==> src/rtl/uart_pkg.sv <==
// Shared UART definitions: frame constants, receiver FSM encoding and
// the even-parity helper used by both the receiver and the transmitter.
package uart_pkg;

    localparam int OVERSAMPLE = 16;  // ticks per bit
    localparam int DATA_BITS  = 8;   // payload bits, LSB first
    localparam int START_MID  = 8;   // tick at which the start bit is re-checked

    typedef enum logic [2:0] {
        ST_IDLE,
        ST_START,
        ST_DATA,
        ST_PARITY,
        ST_STOP,
        ST_WAIT_IDLE
    } rx_state_t;

    // Even parity: returns the bit that makes the total count of ones even.
    function automatic logic even_parity(input logic [DATA_BITS-1:0] data);
        return ^data;
    endfunction

endpackage

==> src/rtl/uart_baud_tick.sv <==
// Oversample tick generator: one-cycle tick every BAUD_DIV clocks.
// Clear holds the phase at zero so the first tick lands a fixed
// distance after the event that released it.
module uart_baud_tick #(
    parameter int BAUD_DIV = 27
) (
    input  logic clk,
    input  logic rst,
    input  logic clear,
    output logic tick
);

    localparam int CW = (BAUD_DIV > 1) ? $clog2(BAUD_DIV) : 1;
    localparam logic [CW-1:0] LAST = CW'(BAUD_DIV - 1);

    logic [CW-1:0] cnt;

    // Count 0..BAUD_DIV-1, wrapping; held at zero while cleared.
    always_ff @(posedge clk or posedge rst) begin
        if (rst) begin
            cnt <= '0;
        end else if (clear || cnt == LAST) begin
            cnt <= '0;
        end else begin
            cnt <= cnt + CW'(1);
        end
    end

    assign tick = !clear && (cnt == LAST);

endmodule

==> src/rtl/uart_rx_oversample.sv <==
// 16x-oversampling UART receiver: 1 start, 8 data (LSB first), even
// parity, 1 stop. Samples each bit at mid-bit, rejects false starts,
// holds the byte behind a valid/ready handshake and flags overruns.
module uart_rx_oversample
    import uart_pkg::*;
#(
    parameter int BAUD_DIV = 27
) (
    input  logic       clk,
    input  logic       rst,
    input  logic       rx_in,
    output logic [7:0] rx_out,
    output logic       rx_valid,
    input  logic       rx_ready,
    output logic       parity_error,
    output logic       stop_error,
    output logic       overrun
);

    localparam logic [3:0] SCNT_LAST  = 4'(OVERSAMPLE - 1);
    localparam logic [3:0] START_LAST = 4'(START_MID - 1);
    localparam logic [2:0] IDX_LAST   = 3'(DATA_BITS - 1);

    logic                 sync1, rx_s;
    logic                 tick;
    rx_state_t            state, state_next;
    logic [3:0]           scnt, scnt_next;
    logic [2:0]           idx, idx_next;
    logic [DATA_BITS-1:0] shift, shift_next;
    logic                 perr, perr_next;
    logic                 deliver;

    // Two-flop synchronizer for the asynchronous line; resets to idle-high.
    always_ff @(posedge clk or posedge rst) begin
        if (rst) begin
            sync1 <= 1'b1;
            rx_s  <= 1'b1;
        end else begin
            // NOTE: non-blocking so rx_s takes the pre-edge sync1, giving two real flop stages.
            sync1 <= rx_in;
            rx_s  <= sync1;
        end
    end

    // Tick phase restarts from zero whenever the receiver is idle.
    uart_baud_tick #(.BAUD_DIV(BAUD_DIV)) u_tick (
        .clk   (clk),
        .rst   (rst),
        .clear (state == ST_IDLE),
        .tick  (tick)
    );

    // FSM and bit-timing registers.
    always_ff @(posedge clk or posedge rst) begin
        if (rst) begin
            state <= ST_IDLE;
            scnt  <= '0;
            idx   <= '0;
            shift <= '0;
            perr  <= 1'b0;
        end else begin
            state <= state_next;
            scnt  <= scnt_next;
            idx   <= idx_next;
            shift <= shift_next;
            perr  <= perr_next;
        end
    end

    // Next-state logic: mid-bit sampling driven by the tick/scnt pair.
    always_comb begin
        // NOTE: every signal gets a default first so no branch leaves one unassigned and infers a latch.
        state_next = state;
        scnt_next  = scnt;
        idx_next   = idx;
        shift_next = shift;
        perr_next  = perr;
        deliver    = 1'b0;
        case (state)
            ST_IDLE: begin
                scnt_next = '0;
                if (!rx_s) state_next = ST_START;
            end
            ST_START: begin
                if (tick) begin
                    if (scnt == START_LAST) begin
                        // Mid start bit: still low means a real start.
                        scnt_next  = '0;
                        idx_next   = '0;
                        state_next = rx_s ? ST_IDLE : ST_DATA;
                    end else begin
                        scnt_next = scnt + 4'd1;
                    end
                end
            end
            ST_DATA: begin
                if (tick) begin
                    scnt_next = scnt + 4'd1;
                    if (scnt == SCNT_LAST) begin
                        shift_next[idx] = rx_s;
                        if (idx == IDX_LAST) state_next = ST_PARITY;
                        else                 idx_next   = idx + 3'd1;
                    end
                end
            end
            ST_PARITY: begin
                if (tick) begin
                    scnt_next = scnt + 4'd1;
                    if (scnt == SCNT_LAST) begin
                        perr_next  = even_parity(shift) ^ rx_s;
                        state_next = ST_STOP;
                    end
                end
            end
            ST_STOP: begin
                if (tick) begin
                    scnt_next = scnt + 4'd1;
                    if (scnt == SCNT_LAST) begin
                        deliver    = 1'b1;
                        state_next = rx_s ? ST_IDLE : ST_WAIT_IDLE;
                    end
                end
            end
            ST_WAIT_IDLE: begin
                // A held-low line (break) must go high before a new start counts.
                if (rx_s) state_next = ST_IDLE;
            end
            default: state_next = ST_IDLE;
        endcase
    end

    // Output holding register with valid/ready handshake and overrun pulse.
    always_ff @(posedge clk or posedge rst) begin
        if (rst) begin
            rx_out       <= '0;
            rx_valid     <= 1'b0;
            parity_error <= 1'b0;
            stop_error   <= 1'b0;
            overrun      <= 1'b0;
        end else begin
            overrun <= 1'b0;
            if (deliver) begin
                if (!rx_valid || rx_ready) begin
                    rx_out       <= shift;
                    parity_error <= perr;
                    stop_error   <= ~rx_s;
                    rx_valid     <= 1'b1;
                end else begin
                    overrun <= 1'b1;
                end
            end else if (rx_valid && rx_ready) begin
                rx_valid <= 1'b0;
            end
        end
    end

endmodule
==> config.mk <==
export PLATFORM = sky130hd
export DESIGN_NAME = uart_rx_oversample
export DESIGN_NICKNAME = d
export VERILOG_FILES = /design/src/rtl/uart_pkg.sv /design/src/rtl/uart_baud_tick.sv /design/src/rtl/uart_rx_oversample.sv
export SDC_FILE = /design/constraint.sdc
export NUM_CORES = 1
export LEC_CHECK = 0
export BUFFER_PORTS_ARGS = -buffer_cell sky130_fd_sc_hd__buf_2
export CORE_MARGIN = 2
export CORE_UTILIZATION = 40
export CTS_BUF_LIST = sky130_fd_sc_hd__clkbuf_2
export CTS_CLUSTER_DIAMETER = 40
export DETAILED_ROUTE_END_ITERATION = 8
export GPL_TIMING_DRIVEN = 0
export HOLD_SLACK_MARGIN = 0.1
export PLACE_DENSITY = 0.69
export SLEW_MARGIN = 5
export SYNTH_ARGS = -nofsm -noshare
export SYNTH_HDL_FRONTEND = slang
export SYNTH_SLANG_ARGS = --single-unit
export TNS_END_PERCENT = 100
==> constraint.sdc <==
create_clock -name clk -period 2 [get_ports clk]
set_clock_uncertainty 0.1 [all_clocks]
set_input_delay 0.3 -clock clk [delete_from_list [all_inputs] [get_ports clk]]
set_output_delay 0.3 -clock clk [all_outputs]
set_load 0.01 [all_outputs]
# After elaboration in Yosys (flattened, before gate mapping)
# Cells that the tools add are included.
# word_totals
ff_bits,38
wordCells,99
out_inout_bits,12
in_bits,4
# op_classes
mux,36
n_eq_ne,23
addsub,3
bitwise,2
order_cmp,2
n_reduce_logical,20
# op_table
op,n
$mux W3,17
$ne A2 B2 Y1 const B,12
$pmux W3 S6,1
$mux W4,3
$pmux W4 S3,1
$reduce_and A11 Y1,1
$eq A3 B3 Y1 const B,3
$mux W1,9
$reduce_and A3 Y1,3
$bwmux W8,1
$reduce_xor A8 Y1,1
$eq A3 B2 Y1 const B,2
$pmux W3 S2,1
$reduce_and A6 Y1,1
$add A5 B1 Y5 const B,1
$eq A5 B5 Y1 const B,1
$mux W5,1
$add A4 B1 Y4 const B,1
$eq A4 B3 Y1 const B,1
$eq A4 B4 Y1 const B,1
$lt A3 B4 Y1 const B,1
$ne A2 B1 Y1 const B,2
$reduce_and A2 Y1,2
$reduce_bool A2 Y1,2
other kinds (13),17

# Longest topological paths before layout
# depth
depth_word,7
depth_mapped,8
ltp_nobuf,7

# Modules after synthesis
# A second synthesis with hierarchy kept.
# hier_totals
cells_unflattened,171
area_unflattened_um2,1936.9
# by_module_without_submodules
module,cells_per_inst,n_inst,area_per_inst_um2
uart_rx_oversample,147,1,1657.8
uart_baud_tick,24,1,279.0

# Least setup slack after synthesis
# Ideal clock, no wire load.
# synth_path
kind,register to register
start,register u_tick.cnt[0]
end,register parity_error
slack_ps,49
arrival_time_ps,1726
synth_period_minus_slack_ps,1951
stages_incl_launch_ff,9
required_ps,1775
path_buffers,1
path_cell_list,dfrtp_1 > inv_1 > ha_1 > nand4b_4 > nor2_1 > nand3_1 > nor2b_1 > buf_4 > mux2_2
# synth_between
elab_chain_len,5
# synth_lines
item,line,source
from (decl),uart_baud_tick.sv:16,logic [CW-1:0] cnt;
from (signal assigned),uart_baud_tick.sv:25,cnt <= cnt + CW'(1);
$eq A5 B5 Y1,uart_baud_tick.sv:29,assign tick = !clear && (cnt == LAST);
$logic_and A1 B1 Y1,uart_baud_tick.sv:29,
$mux W1,uart_rx_oversample.sv:116,if (tick) begin
$mux W1,uart_rx_oversample.sv:79,case (state)
$reduce_and A2 Y1 (no source line),-,
to (signal assigned),uart_rx_oversample.sv:145,parity_error <= perr;
to (decl),uart_rx_oversample.sv:15,"output logic parity_error,"
# No other way between the ends.
# A chain may end at the register's enable or synchronous reset.

# Worst setup path in the final report
# layout_path
start,register u_tick.cnt[0]
end,register shift[2]
# layout_between
elab_chain_len,3
# layout_lines
item,line,source
$eq A5 B5 Y1,uart_baud_tick.sv:29,
$logic_and A1 B1 Y1,uart_baud_tick.sv:29,
$reduce_and A3 Y1 (no source line),-,
to (signal assigned),uart_rx_oversample.sv:65,shift <= shift_next;
to (decl),uart_rx_oversample.sv:29,"logic [DATA_BITS-1:0] shift, shift_next;"
# No other way between the ends.

==> results.sh <==
export IMPL_status="complete, but fails checks"
export IMPL_violations="negative setup slack"
export IMPL_grtUsageTotal_pct=14.87
export IMPL_hold_start="sync1$_DFF_PP1_"
export IMPL_cp_start_kind="flip-flop"
export IMPL_io_buffers=15
export IMPL_design_die_area_um2=5418
export IMPL_insertion_delay_ns=0.40
export IMPL_cp_arrival_ns=2.22
export IMPL_fmax_mhz=494.2
export IMPL_power_density_nw_per_um2=487.3
export IMPL_synthArstFlopShare_pct=100.0
export IMPL_grt_ovfl_total=0
export IMPL_worstSetupEndpointType="flip-flop"
export IMPL_setup_viol=1
export IMPL_die_h_um=73.61
export IMPL_peakVddDrop_uv=287.5
export IMPL_cp_slowest_cell="dfrtp_1"
export IMPL_ant_nets=0
export IMPL_syn_instance_count=175
export IMPL_drtPass1Iterations=4
export IMPL_worst_path_buf_inv=2
export IMPL_synth_cell_types=45
export IMPL_setup_slack_ns=-0.02332
export IMPL_grt_max_degree=39
export IMPL_drc=0
export IMPL_grt_pass1_vias=1297
export IMPL_area_growth_pct=21.89
export IMPL_critPathRequiredTime_ns=2.19
export IMPL_drt_iter0_markers=140
export IMPL_worstReg2RegStart="u_tick.cnt[0]$_DFF_PP0_"
export IMPL_clk_path_buf_depth=2
export IMPL_antenna_found_initial=0
export IMPL_core_area_um2=4692
export IMPL_path_delay_family="simple AND/OR/NAND/NOR gates"
export IMPL_final_layout_size_suffix_gt1_share_pct=39.34
export IMPL_slew_headroom_pct=47.79
export IMPL_path_class="flip-flop to flip-flop"
export IMPL_synth_edff_count=0
export IMPL_leakagePower_uw=0.001088
export IMPL_pre_cts_slack_ns=-0.2093
export IMPL_synth_nets=184
export IMPL_n_fill_cell=433
export IMPL_grt_pass1_wl_mm=6.147
export IMPL_drt_wl_total_mm=3.671
export IMPL_initial_core_util_pct=41.31
export IMPL_io_pins=16
export IMPL_dpl_hpwl_mm=2.327
export IMPL_synthFlopType="dfrtp_1"
export IMPL_tightestPinTransition_ns=0.7821
export IMPL_yosysSeqAreaShare_pct=49.19
export IMPL_critPathMaxStageDelay_ns=0.42
export IMPL_htree_levels=2
export IMPL_min_period_ns=2.023
export IMPL_dp_cells=244
export IMPL_max_cap_viol_count=0
export IMPL_antenna_cells=0
export IMPL_num_nets_final=219
export IMPL_maxSlewViolCount=0
export IMPL_cts_clk_slew_worst_paths_ns=0.18
export IMPL_crit_start="u_tick.cnt[0]$_DFF_PP0_"
export IMPL_syn_avg_cell_area_um2=11.07
export IMPL_die_w_um=73.61
export IMPL_finalHoldViolations=0
export IMPL_instances_no_fill=265
export IMPL_vias=1409
export IMPL_cts_tree="built"
export IMPL_ys_warn_count=0
export IMPL_rsz0062_at_grt="true"
export IMPL_place_gp_congestion=0.8714
export IMPL_hp_class="flip-flop to flip-flop"
export IMPL_syn_area_um2=1938
export IMPL_cts_root_buf="clkbuf_2"
export IMPL_synth_seq_cells=38
export IMPL_period_share_pct=101.2
export IMPL_crit_chain="inv_1 -> ha_2 -> nand4b_4 -> buf_6 -> nor4_4 -> nand3b_1 -> mux2_2"
export IMPL_cp_max_fo=5
export IMPL_wl_per_cell_um=13.85
export IMPL_vias_per_cell=5.317
export IMPL_numCtsBuffers=5
export IMPL_clkSinkCount=38
export IMPL_row_count=25
layout by cell type, fill, tap and decap left out, drive strengths merged, types with 2 or more instances in the layout:
cell type and n:
nand3b 3, o21ai 8, nor3b 2, clkinv 2, dfstp 2, inv 5, buf 30, nor2 15
nand2b 3, ha 5, nor3 4, mux2 19, a21oi 4, nand2 17, clkbuf 8, dlygate4sd3 3
nand3 11, o31ai 2, a21o 2, dfrtp 36, xor2 4, xnor2 8
area by class of cell:
cell class / count / area, um^2 / area share, %
plain buffers: 8 / 58.81 / 2.489
clock buffers: 5 / 25.02 / 1.059
clock inverters: 3 / 16.27 / 0.6886
inverters: 5 / 18.77 / 0.7945
multi-input cells: 124 / 1033 / 43.75
flip-flops and latches: 38 / 954.7 / 40.41
well taps: 54 / 67.56 / 2.860
repair buffers: 28 / 187.7 / 7.945
what timing repair did:
action	CTS	global route
pin swaps	4	4
gates resized for setup	12	21
buffers inserted	5	4
endpoints found under the setup margin	16	18
hold endpoints to repair	39	0
cloned	1	0
hold buffers	3	0
sequential cells by signal, indices dropped and copies added (netlist names), 3 cells and up:
| name | cells |
|---|---|
| scnt | 4 |
| shift | 8 |
| state | 3 |
| u_tick.cnt | 5 |
| rx_out | 8 |
| idx | 3 |
per-layer routing:
metal | track usage [%] | part of all wire [%] | up-vias
li1 | - | - | 682
met1 | 21.22 | 49 | 691
met2 | 21.53 | 45 | 32
met3 | 3.841 | 4.3 | 4
met4 | 5.859 | 1.4 | 0
met5 | 0 | 0 | -
worst reg2reg max path, delay by kind of cell (launching register included):
family | cells | cell delay (ns)
and+or+nand+nor | 3 | 0.70
buffers and inverters | 2 | 0.24
muxes | 1 | 0.29
adders and majority gates | 1 | 0.20
DFF | 1 | 0.42
through the flow:
step	TNS, ns	power (uW)	utilization [%]	instance area (um^2)	hold WS (ns)
after floorplan	0	805.5	-	1938	0.2045
after global placement	-1.957	815.1	44.35	2081	0.2469
after detailed placement	-2.309	815.6	44.35	2081	0.2472
after CTS	-0.01013	1162	47.87	2246	0.2701
after global routing	-0.7881	1200	50.35	2362	0.2742
final	-0.02332	1151	50.35	2362	0.2689
where the power goes:
group / internal, uW / switching, uW
clock: 79.6 / 266
sequential: 773 / 1.42
combinational: 9.20 / 21.4
total: 862 / 289
path summary, 6_finish.rpt:
check / endpoint / slack [ns] / cells after the start
max: shift[2]$_DFFE_PP0P_ / -0.02 / 7
min: rx_s$_DFF_PP1_ / 0.27 / 0
max reg2reg: shift[2]$_DFFE_PP0P_ / -0.02 / 7
min reg2reg: rx_s$_DFF_PP1_ / 0.27 / 0
max in group asynchronous: idx[0]$_DFFE_PP0P_ / 0.81 / 3
min in group asynchronous: u_tick.cnt[4]$_DFF_PP0_ / 0.46 / 3
logic make-up after synthesis:
family | count (synthesis) | share of synthesized area [%]
AND/OR/NAND/NOR | 64 | 18.27
XOR/XNOR | 12 | 5.423
adder cells (fa/ha/maj) | 6 | 3.809
multiplexers | 20 | 11.56
buffers and inverters | 13 | 3.808
AO/OA/AOI/OAI | 22 | 7.941
flip-flops | 38 | 49.19
Yosys cell counts, types with 3 or more instances:
library cell  number  share of area, %
xor2_1             4               1.8
nand3_1           10               2.6
nor3_1             4               1.0
mux2_2            18                10
xnor2_1            8               3.6
nand3b_1           3               1.2
nand2_1           17               3.3
o21ai_0            8               2.1
ha_1               5               3.2
dfrtp_1           36                46
a21oi_1            3              0.77
inv_1              5              0.97
nor2_1            15               2.9
Power figures use the tool's default switching activity.
